<file path="src/rtl/counter_time_prog.sv">
// counter_time_prog: programmable game timer.
// A prescaler divides the board clock down to a count step. The count runs up
// toward LIMIT or down toward 0, can be paused (E low) and preloaded, and
// raises a sticky end_time flag on the final step. It never wraps.
// Optional feature macro: COUNTER_TIME_BCD_EN adds the bcd_tens/bcd_ones
// outputs, a combinational decimal split of tempo (requires LIMIT <= 99).
module counter_time_prog #(
  parameter int CLK_FREQ  = 50_000_000,
  parameter int TICK_FREQ = 1,
  parameter int WIDTH     = 4,
  parameter int LIMIT     = 10
) (
  input  logic             clkt,
  input  logic             R,
  input  logic             E,
  input  logic             down,
  input  logic             load,
  input  logic [WIDTH-1:0] load_val,
  output logic [WIDTH-1:0] tempo,
  output logic             tick,
  output logic             end_time
`ifdef COUNTER_TIME_BCD_EN
  ,
  output logic [3:0]       bcd_tens,
  output logic [3:0]       bcd_ones
`endif
);

  // Clock cycles per count step and the prescaler width needed to hold DIV-1.
  localparam int DIV = CLK_FREQ / TICK_FREQ;
  localparam int PW  = (DIV > 1) ? $clog2(DIV) : 1;

  localparam logic [PW-1:0]    PRE_LAST = PW'(DIV - 1);
  localparam logic [PW-1:0]    PRE_ONE  = PW'(1);
  localparam logic [WIDTH-1:0] LIMIT_W  = WIDTH'(LIMIT);
  localparam logic [WIDTH-1:0] ONE_W    = WIDTH'(1);
  localparam logic [WIDTH-1:0] ZERO_W   = '0;

  // Parameter sanity: refuse to elaborate a configuration that cannot work.
  generate
    if (DIV < 2) begin : g_div_check
      $error("counter_time_prog: CLK_FREQ/TICK_FREQ must be at least 2");
    end
    if ((LIMIT < 1) || (longint'(LIMIT) > ((longint'(1) << WIDTH) - 1))) begin : g_limit_check
      $error("counter_time_prog: LIMIT must lie in 1 .. 2**WIDTH-1");
    end
`ifdef COUNTER_TIME_BCD_EN
    if (LIMIT > 99) begin : g_bcd_check
      $error("counter_time_prog: LIMIT must not exceed 99 when the BCD outputs are enabled");
    end
`endif
  endgenerate

  // Operating mode is not stored separately; it follows from E and the
  // sticky end flag, so DONE can only be left through R or load.
  typedef enum logic [1:0] {
    ST_PAUSE = 2'd0,
    ST_RUN   = 2'd1,
    ST_DONE  = 2'd2
  } state_t;

  state_t state;

  logic [PW-1:0]    prescaler_reg;
  logic [PW-1:0]    prescaler_next;
  logic [WIDTH-1:0] tempo_reg;
  logic [WIDTH-1:0] tempo_next;
  logic             tick_reg;
  logic             tick_next;
  logic             end_time_reg;
  logic             end_time_next;

  // Candidate values for a step in either direction.
  logic [WIDTH-1:0] tempo_inc;
  logic [WIDTH-1:0] tempo_dec;
  logic [WIDTH-1:0] load_clamped;
  logic             step_now;

  // Decode the current operating mode from the enable and the end flag.
  always_comb begin
    state = ST_PAUSE;
    if (end_time_reg) begin
      state = ST_DONE;
    end else if (E) begin
      state = ST_RUN;
    end
  end

  // Arithmetic helpers shared by the next-state logic.
  always_comb begin
    tempo_inc    = tempo_reg + ONE_W;
    tempo_dec    = tempo_reg - ONE_W;
    load_clamped = (load_val > LIMIT_W) ? LIMIT_W : load_val;
    step_now     = (state == ST_RUN) && (prescaler_reg == PRE_LAST);
  end

  // Next-state logic: load has priority over counting; reset lives in the register.
  always_comb begin
    prescaler_next = prescaler_reg;
    tempo_next     = tempo_reg;
    tick_next      = 1'b0;
    end_time_next  = end_time_reg;

    if (load) begin
      // Preload restarts the period and clears DONE, whatever the mode.
      tempo_next     = load_clamped;
      prescaler_next = '0;
      end_time_next  = 1'b0;
    end else begin
      case (state)
        ST_RUN: begin
          if (step_now) begin
            prescaler_next = '0;
            tick_next      = 1'b1;
            if (!down) begin
              if (tempo_reg >= LIMIT_W) begin
                // Already at (or beyond) the limit: hold and finish.
                end_time_next = 1'b1;
              end else begin
                tempo_next = tempo_inc;
                if (tempo_inc == LIMIT_W) begin
                  end_time_next = 1'b1;
                end
              end
            end else begin
              if (tempo_reg == ZERO_W) begin
                // Nothing left to count down: hold at zero and finish.
                end_time_next = 1'b1;
              end else begin
                tempo_next = tempo_dec;
                if (tempo_dec == ZERO_W) begin
                  end_time_next = 1'b1;
                end
              end
            end
          end else begin
            prescaler_next = prescaler_reg + PRE_ONE;
          end
        end
        // PAUSE keeps the prescaler phase; DONE freezes everything.
        default: begin
          prescaler_next = prescaler_reg;
        end
      endcase
    end
  end

  // State register with synchronous reset; the reset value of tempo follows down.
  always_ff @(posedge clkt) begin
    if (R) begin
      prescaler_reg <= '0;
      tempo_reg     <= down ? LIMIT_W : ZERO_W;
      tick_reg      <= 1'b0;
      end_time_reg  <= 1'b0;
    end else begin
      prescaler_reg <= prescaler_next;
      tempo_reg     <= tempo_next;
      tick_reg      <= tick_next;
      end_time_reg  <= end_time_next;
    end
  end

  assign tempo    = tempo_reg;
  assign tick     = tick_reg;
  assign end_time = end_time_reg;

`ifdef COUNTER_TIME_BCD_EN
  logic [31:0] tempo_ext;

  // Decimal split for the 7-segment decoders, valid alongside tempo.
  always_comb begin
    tempo_ext = 32'(tempo_reg);
    bcd_tens  = 4'(tempo_ext / 32'd10);
    bcd_ones  = 4'(tempo_ext % 32'd10);
  end
`endif

endmodule

</file>
<file path="config.mk">
export PLATFORM = sky130hd
export DESIGN_NAME = counter_time_prog
export DESIGN_NICKNAME = d
export VERILOG_FILES = /design/src/rtl/counter_time_prog.sv
export SDC_FILE = /design/constraint.sdc
export NUM_CORES = 1
export LEC_CHECK = 0
export ABC_CLOCK_PERIOD_IN_PS = 3000
export CAP_MARGIN = 20
export CORE_MARGIN = 2
export CORE_UTILIZATION = 57
export CTS_CLUSTER_SIZE = 16
export DETAILED_ROUTE_END_ITERATION = 16
export GPL_TIMING_DRIVEN = 0
export MAX_ROUTING_LAYER = met4
export PLACE_DENSITY = 0.81
export SYNTH_ARGS = -nofsm -noshare
export SYNTH_HDL_FRONTEND = slang
export SYNTH_SLANG_ARGS = --single-unit
</file>
<file path="constraint.sdc">
create_clock -name clkt -period 3 [get_ports clkt]
set_input_delay 0.9 -clock clkt [delete_from_list [all_inputs] [get_ports clkt]]
set_output_delay 0.9 -clock clkt [all_outputs]
set_load 0.05 [all_outputs]
</file>
* Yosys cells after proc, flatten, opt, wreduce, memory -nomap -nowiden
Cells that the tools add are included.
Operators by class: add/sub/neg operators 3, $mul 0, div/mod/pow operators 0, order comparisons 2, equal/unequal tests 6, shifts and indexed selects 0, mux-type cells 18, bitwise operators 1, reduce and logical (&&, ||, !) cells 10
Operators with widths (count):
- 2-to-1 mux 4 bit | 9
- adder 26 x 1 -> 26 bit, second input constant | 1
- equality test 26 bit, second input constant | 1
- 2-to-1 mux 26 bit | 1
- nonzero test 3 bit | 3
- zero test 4 bit | 2
- inequality test 4 bit, second input constant | 2
- AND reduction 4 bit | 2
- 2-to-1 mux 1 bit | 7
- adder 4 x 1 -> 4 bit, second input constant | 1
- equality test 4 bit, second input constant | 1
- greater-or-equal comparator 4 bit, second input constant | 1
- greater-than comparator 4 bit, second input constant | 1
- subtractor 4 x 1 -> 4 bit, second input constant | 1
- inequality test 3 x 1 -> 1 bit, second input constant | 1
- OR reduction 3 bit | 1
- equality test 2 x 1 -> 1 bit, second input constant | 1
- 2-to-1 mux 2 bit | 1
- OR reduction 2 bit | 1
- logical AND 1 bit | 1
- inverter 1 bit | 1
Word-level totals: register bits 32, bits in latches 0, memory bits (writable) 0, ROM bits 0, input port bits 9, output and inout bits 6, logic and storage cells 44, memories 0

* Logic depth before layout (Yosys ltp)
Gate-level depths: netlist of the first run.
depth in word-level cells 8, depth in mapped cells 7, depth with buffers taken out 7

* Least setup slack after synthesis of the first run
Ideal clock, no wire load.
kind in2reg, start point input E, end point register tempo_reg[0], in the netlist tempo[0] (enable), library setup time 373 ps, arrival time 1932 ps, required time 2627 ps, setup slack 695 ps, stages 4, buffers on the path 0, cell sequence nand4b_1 -> nor2_2 -> nand3_4 -> o31ai_1
On the way: longest elaborated chain between the ends 6, elaborated cells between the ends (all ways) 7, classes of those cells eq/ne: 1; mux: 2; reduce/logical: 4
Ends and longest elaborated chain:
- start, declared | RTL line 15 | input logic E,
- 2-to-1 mux 1 bit (*) | RTL line 84 | end else if (E) begin
- 2-to-1 mux 2 bit (*) | RTL line 82 | if (end_time_reg) begin
- equality test 2 x 1 -> 1 bit (*) | RTL line 94, 110
- logical AND 1 bit | RTL line 94 | step_now = (state == ST_RUN) && (prescaler_reg == PRE_LAST);
- nonzero test 3 bit (no line)
- AND reduction 4 bit (no line) (*)
- end signal, assigned | RTL line 152 | tempo_reg <= down ? LIMIT_W : ZERO_W;
- end signal, assigned | RTL line 157 | tempo_reg <= tempo_next;
- end, declared | RTL line 66 | logic [WIDTH-1:0] tempo_reg;
Mark *: on every way between the ends. The rest lies on a longest branch, timed or not. A chain may end at the register's enable or synchronous reset.

* Final worst setup path of the first run
start point input E, end point register tempo_reg[1], in the netlist tempo[1] (enable)
Same word-level chain as after synthesis.

==> key figures, run 1 <==
Clock network
  • Post-CTS Setup Inserts: 0
  • CTS max path bufs: 2
  • Clock Sinks: 32
  • Hold Buf Count CTS: 0
  • CTS tree: yes
  • Worst-Skew Late Latency: 0.35 ns
  • H-tree levels: 2
  • CTS buffer count: 5
  • Root buffer cell: clkbuf_4
  • Clock slew at reported path FFs: 0.10 ns
  • Post-CTS Resized: 0

Logic synthesis
  • Synth top area share: 0.304
  • Adder-cell share of the synthesized area: 0.0339
  • Synth Register Bits: 32
  • Post-synthesis xor/xnor area fraction: 0.114
  • Post-Syn Nets: 227
  • EDFF count, synth: 4
  • Yosys warns: 0
  • Post-synthesis simple-gate area fraction: 0.341
  • Top FF cell, synth: dfxtp_1
  • Main combinational cell family by area after synthesis: simple AND/OR/NAND/NOR gates
  • Synth Area in Compound Gates: 0.0964
  • Synth cell count leaders: 28 x dfxtp_1, 21 x nor2_1, 19 x nand2_1
  • Area leader, netlist: dfxtp_1
  • Netlist cell types: 47
  • Post-Syn Instances: 213
  • Syn_area_per_cell: 8.65 sq um
  • Post-synth ARST share: 0
  • Most frequent cell after synthesis: dfxtp_1
  • Multiplexer share of the synthesized area: 0.00543
  • Ranking of synthesized cells by area: dfxtp_1 30%, xor2_1 8.1%, edfxtp_1 6.5%, nand4_1 4.8%, nor2_1 4.3%
  • Synth Cell Area: 1840 sq um
  • Seq/Total Area, Yosys: 0.369

Worst setup path
  • Setup CP Type: input pin to flip-flop
  • Capture point of the worst reg-to-reg path: tempo[1]
  • Max Fanout on Critical Path: 7
  • Req. time, crit path: 3.00 ns
  • Worst setup SP type: input pin
  • Reg2Reg Launch Point: prescaler_reg[6]
  • R2R setup slack: 0.78 ns
  • Worst r2r path cells: 5
  • Setup crit start: E
  • WP data arrival: 2.64 ns
  • Crit end category: flip-flop

Power and ir drop
  • Pleak: 0.697 nW
  • Cell Int Power: 0.599 mW
  • Sequential power share: 0.546
  • Overall Power: 0.827 mW
  • Combinational Power Share: 0.138
  • Peak VDD IR: 391 uV
  • Clock share of power: 0.315
  • PwrDens: 399 nW/um^2
  • Sw frac: 0.275
  • NetSw: 0.228 mW

Floorplanning
  • Initial Util: 0.604
  • FP Rows: 20
  • Die width: 60.9 um
  • Chip height: 60.9 um
  • Die area: 3700 sq um
  • I/O Pins: 15
  • Core footprint: 3050 sq um

Drt
  • Routed WL: 3460 um
  • Antenna Violating Nets Remaining: 0
  • Top layer in use: met4
  • DR iter-0 viols: 44
  • Post-DR wirelength/cell: 12.5 um
  • Vias per inst: 5.42
  • Post-route DRC: 0
  • DR vias: 1496
  • M1 WL: 1750 um
  • Metal2 WL: 1560 um
  • DR pass1 iterations: 4
  • Met3 wire len: 106 um

Hold path
  • Hold path depth: 2
  • Tightest Hold Check Type: flip-flop to flip-flop
  • Worst Hold End: prescaler_reg[22]
  • Hold Crit Start: prescaler_reg[22]

Layout
  • Number of diodes: 0
  • P&R area growth vs syn: 12.6%
  • Max FFs per register: 26
  • Fraction of layout cells with a size suffix above 1: 0.125
  • Nets: 245

GRT
  • Vias in the first global route: 1373
  • First-pass GRT wire length: 5860 um
  • Largest net degree at the start of global routing: 11
  • Total Routing Usage GR: 0.222
  • Grt total ovfl: 0
  • Initial antenna violation count: 0

STA
  • Setup violators final: 0
  • Slew HR: 0.533
  • Fmax: 379 MHz
  • Fin crit share: 0.879
  • Post-route clock skew: 0.0145 ns
  • Hold WS: 0.506 ns
  • Unrepaired setup endpoints after global routing: no
  • Slew Viols, Final: 0
  • Slew of the pin with the lowest slew margin: 0.695 ns
  • Hold Vio Cnt, Final: 0
  • Tmin final: 2.64 ns
  • Setup TNS: 0 ns

Placement
  • Final HPWL DP: 2590 um
  • GP Congestion: 0.827
  • IO buf count: 11

Flow run
  • # Max-Cap Violations: 0

Status
  • Outcome: complete, no violations
-- layout by cell type, fill, tap and decap left out, types with 3 or more instances in the layout --
| cell | Yosys | routed |
|---|---|---|
| o211ai_1 | 3 | 3 |
| xor2_1 | 17 | 17 |
| nand2_1 | 19 | 19 |
| inv_1 | 6 | 6 |
| and3_1 | 4 | 4 |
| nor3_1 | 4 | 4 |
| nand4_1 | 14 | 14 |
| a21oi_1 | 9 | 9 |
| a31oi_1 | 5 | 5 |
| edfxtp_1 | 4 | 4 |
| nor2_2 | 11 | 11 |
| nor2_1 | 21 | 21 |
| clkdlybuf4s50_1 | 0 | 11 |
| nand3_1 | 8 | 8 |
| o21ai_0 | 3 | 3 |
| xnor2_1 | 7 | 7 |
| and2_1 | 4 | 4 |
| ha_1 | 5 | 5 |
| dfxtp_1 | 28 | 28 |
| clkbuf_4 | 0 | 5 |
| clkbuf_1 | 7 | 7 |
-- power by group through the flow --
stage / Sequential, mW / Combinational, mW / Clock, mW
finish: 0.452 / 0.114 / 0.261
global route: 0.454 / 0.126 / 0.286
CTS: 0.452 / 0.114 / 0.261
detailed placement: 0.462 / 0.114 / 0
global placement: 0.462 / 0.113 / 0
floorplan: 0.479 / 0.0634 / 0
-- kinds of logic after synthesis --
kind of cell | Yosys count
adder cells (fa/ha/maj) | 5
buffers and inverters | 15
XOR/XNOR | 24
flip-flops | 32
AND/OR/NAND/NOR | 108
AO/OA/AOI/OAI | 28
multiplexers | 1
-- critical path, cell delays in order --
cell and delay [ns]:
clkdlybuf4s50_1 0.51, nand4b_1 0.22, nor2_2 0.39, nand3_4 0.19, o31ai_2 0.41
-- layer usage --
| metal | global-route usage | vias up |
|---|---|---|
| li1 | - | 788 |
| met1 | 0.279 | 688 |
| met2 | 0.338 | 13 |
| met3 | 0.0704 | 7 |
| met4 | 0.0714 | 0 |
| met5 | - | - |
-- stage by stage --
stage | util | setup WS (ns) | cell area, sq um | std cells
after CTS | 0.678 | 0.197 | 2070 | 276
after global routing | 0.680 | 0.215 | 2070 | 276
after detailed placement | 0.658 | -0.160 | 2010 | 268
final | 0.680 | 0.364 | 2070 | 276
after floorplan | - | 0.695 | 1840 | 213
after global placement | 0.658 | -0.147 | 2010 | 268
-- worst max-delay path by stage --
stage          slack (ns)  cells past startpoint  endpoint
3_5_place_dp        -0.16                      5  tempo[1]
2_1_floorplan        0.70                      4  tempo[0]
6_report             0.36                      5  tempo[1]
3_3_place_gp        -0.15                      5  tempo[1]
4_1_cts              0.20                      5  tempo[1]
5_1_grt              0.21                      5  tempo[1]
-- final cells by class --
type / count / area [sq um]
clock buffers: 6 / 51.3
multi-input cells: 166 / 1090
flip-flops and latches: 32 / 681
well taps: 44 / 55.1
repair buffers: 11 / 110
inverters: 6 / 22.5
plain buffers: 9 / 51.3
fillers: 256 / 978
clock inverters: 2 / 10.0
Note: power is estimated with default switching activity, not from simulation.
==> run 2, diff against run 1 <==
--- a/config.mk
+++ b/config.mk
@@ -6,7 +6,6 @@
 export NUM_CORES = 1
 export LEC_CHECK = 0
 export ABC_CLOCK_PERIOD_IN_PS = 3000
-export CAP_MARGIN = 20
 export CORE_MARGIN = 2
 export CORE_UTILIZATION = 57
 export CTS_CLUSTER_SIZE = 16
==> results of run 2 <==
Same layout as run 1: the final DEF is identical, and so are final timing and power.
==> run 3, diff against run 2 <==
--- a/config.mk
+++ b/config.mk
@@ -6,13 +6,15 @@
 export NUM_CORES = 1
 export LEC_CHECK = 0
 export ABC_CLOCK_PERIOD_IN_PS = 3000
+export CELL_PAD_IN_SITES_DETAIL_PLACEMENT = 1
+export CELL_PAD_IN_SITES_GLOBAL_PLACEMENT = 1
 export CORE_MARGIN = 2
-export CORE_UTILIZATION = 57
+export CORE_UTILIZATION = 44
 export CTS_CLUSTER_SIZE = 16
 export DETAILED_ROUTE_END_ITERATION = 16
 export GPL_TIMING_DRIVEN = 0
 export MAX_ROUTING_LAYER = met4
-export PLACE_DENSITY = 0.81
+export PLACE_DENSITY = 0.82
 export SYNTH_ARGS = -nofsm -noshare
 export SYNTH_HDL_FRONTEND = slang
 export SYNTH_SLANG_ARGS = --single-unit
==> key figures, run 3 (synthesized netlist as in run 1, its figures left out) <==
Worst setup path
  • Reg2Reg Launch Point: prescaler_reg[6] (unchanged)
  • Worst path cell trace: clkdlybuf4s50_1 -> nand4b_1 -> nor2_2 -> nand3_4 -> o31ai_2 (unchanged)
  • Worst Path Buf+Inv: 1 (unchanged)
  • Worst setup SP type: input pin (unchanged)
  • Delay of the slowest critical-path stage: 0.52 ns (was 0.51 ns)
  • Worst r2r path cells: 5 (unchanged)
  • Cell family with most CP delay: simple AND/OR/NAND/NOR gates (unchanged)
  • Slowest cell on crit path: clkdlybuf4s50_1 (unchanged)
  • Setup CP Type: input pin to flip-flop (unchanged)
  • WP data arrival: 2.65 ns (was 2.64 ns)
  • Capture point of the worst reg-to-reg path: tempo[3] (was tempo[1])
  • Max Fanout on Critical Path: 7 (unchanged)
  • Req. time, crit path: 2.94 ns (was 3.00 ns)
  • R2R setup slack: 0.77 ns (was 0.78 ns)
  • Crit end category: flip-flop (unchanged)

Drt
  • DR pass1 iterations: 5 (was 4)
  • DR iter-0 viols: 52 (was 44)
  • Routed WL: 4450 um (was 3460 um)
  • DR vias: 1574 (was 1496)
  • Vias per inst: 5.58 (was 5.42)
  • Post-route DRC: 0 (unchanged)
  • Post-DR wirelength/cell: 15.8 um (was 12.5 um)
  • Antenna Violating Nets Remaining: 0 (unchanged)

Layout
  • Most common cell after layout, fill and taps aside: dfxtp_1 (unchanged)
  • Fraction of layout cells with a size suffix above 1: 0.121 (was 0.125)
  • Max FFs per register: 26 (unchanged)
  • Nets: 245 (unchanged)
  • Leading cell types in the layout, fill and taps excluded: 28 x dfxtp_1, 21 x nor2_1, 19 x nand2_1 (unchanged)
  • Number of diodes: 0 (unchanged)
  • P&R area growth vs syn: 15.5% (was 12.6%)
  • Filler cells: 498 (was 256)

Hold path
  • Worst Hold End: prescaler_reg[1] (was prescaler_reg[22])
  • Hold path depth: 2 (unchanged)
  • Tightest Hold Check Type: flip-flop to flip-flop (unchanged)
  • Hold Crit Start: prescaler_reg[1] (was prescaler_reg[22])

STA
  • Setup violators final: 0 (unchanged)
  • Unrepaired setup endpoints after global routing: no (unchanged)
  • Tmin final: 2.70 ns (was 2.64 ns)
  • Post-route clock skew: 0.00757 ns (was 0.0145 ns)
  • Slew Viols, Final: 0 (unchanged)
  • Slew of the pin with the lowest slew margin: 0.730 ns (was 0.695 ns)
  • Slew HR: 0.509 (was 0.533)
  • Post-route setup slack: 0.296 ns (was 0.364 ns)
  • Fmax: 370 MHz (was 379 MHz)
  • Fin crit share: 0.901 (was 0.879)
  • Hold WS: 0.508 ns (was 0.506 ns)
  • Hold Vio Cnt, Final: 0 (unchanged)

GRT
  • Largest net degree at the start of global routing: 11 (unchanged)
  • Grt total ovfl: 0 (unchanged)
  • Total Routing Usage GR: 0.218 (was 0.222)
  • First-pass GRT wire length: 7420 um (was 5860 um)
  • Vias in the first global route: 1555 (was 1373)
  • Initial antenna violation count: 0 (unchanged)

Placement
  • Final HPWL DP: 3260 um (was 2590 um)
  • Pre-CTS setup slack: -0.205 ns (was -0.160 ns)
  • GP Congestion: 0.777 (was 0.827)
  • IO buf count: 11 (unchanged)

Clock network
  • CTS buffer count: 5 (unchanged)
  • CTS max path bufs: 2 (unchanged)
  • Hold Buf Count CTS: 0 (unchanged)
  • Post-CTS Setup Inserts: 0 (unchanged)
  • Post-CTS Resized: 0 (unchanged)
  • CTS tree: yes (unchanged)
  • Clock slew at reported path FFs: 0.07 ns (was 0.10 ns)
  • Worst-Skew Late Latency: 0.29 ns (was 0.35 ns)
  • Clock Sinks: 32 (unchanged)
  • H-tree levels: 2 (unchanged)
  • Root buffer cell: clkbuf_8 (was clkbuf_4)

Floorplanning
  • Die area: 4720 sq um (was 3700 sq um)
  • FP Rows: 23 (was 20)
  • Die width: 68.7 um (was 60.9 um)
  • Initial Util: 0.457 (was 0.604)
  • Core footprint: 4030 sq um (was 3050 sq um)
  • Chip height: 68.7 um (was 60.9 um)
  • I/O Pins: 15 (unchanged)

Power and ir drop
  • PwrDens: 463 nW/um^2 (was 399 nW/um^2)
  • Peak VDD IR: 240 uV (was 391 uV)
  • Pleak: 0.714 nW (was 0.697 nW)

Flow run
  • # Max-Cap Violations: 0 (unchanged)

Status
  • Outcome: complete, no violations (unchanged)
run 3: cell types whose count changed in the layout (fill, tap and decap cells not counted):
| cell | delta |
|---|---|
| clkbuf_4 | -5 |
| clkbuf_8 | +4 |
| bufinv_16 | +1 |
| clkbuf_1 | +1 |
| clkinv_2 | -1 |
run 3: tightest hold or removal path, stage by stage (launching register included):
cell and delay, ns:
dfxtp_1 0.34, nand2_1 0.07, a21oi_1 0.05
run 3: cell type report:
type                    instances  area (sq um)  share of cell area
plain buffers                   9          51.3              0.0241
clock buffers                   6          72.6              0.0341
clock inverters                 2          35.0              0.0165
inverters                       6          22.5              0.0106
well taps                      50          62.6              0.0294
repair buffers                 11           110              0.0517
flip-flops and latches         32           681               0.320
multi-input cells             166          1090               0.514
run 3: power breakdown:
part           internal, mW  switching [mW]  leakage (nW)  total, mW
clock network         0.246           0.166        0.0552      0.412
logic                0.0469          0.0729         0.392      0.120
registers             0.441          0.0116         0.267      0.453
total                 0.735           0.250         0.714      0.985
run 3: metal layers:
| metal | track usage | up-vias | share of wire |
|---|---|---|---|
| li1 | - | 787 | - |
| met3 | 0.0438 | 7 | 0.023 |
| met2 | 0.350 | 13 | 0.49 |
| met4 | 0.0662 | 0 | 0.012 |
| met5 | - | - | 0 |
| met1 | 0.278 | 767 | 0.47 |
run 3: through the flow:
step | instance area [sq um] | utilization | power, mW | std cells | setup TNS (ns)
global route | 2130 | 0.528 | 1.01 | 282 | 0
global placement | 2020 | 0.500 | 0.578 | 274 | -0.868
detailed placement | 2020 | 0.500 | 0.580 | 274 | -0.819
floorplan | 1840 | - | 0.543 | 213 | 0
CTS | 2120 | 0.527 | 0.987 | 282 | 0
finish | 2130 | 0.528 | 0.985 | 282 | 0
run 3: worst max path at each step:
stage / from / to / slack (ns) / depth (start not counted)
2_1_floorplan: E / tempo[0] / 0.70 / 4
3_3_place_gp: E / tempo[1] / -0.22 / 5
3_5_place_dp: E / tempo[1] / -0.20 / 5
4_1_cts: E / tempo[1] / 0.07 / 5
5_1_grt: E / tempo[2] / 0.12 / 5
6_report: E / tempo[3] / 0.30 / 5
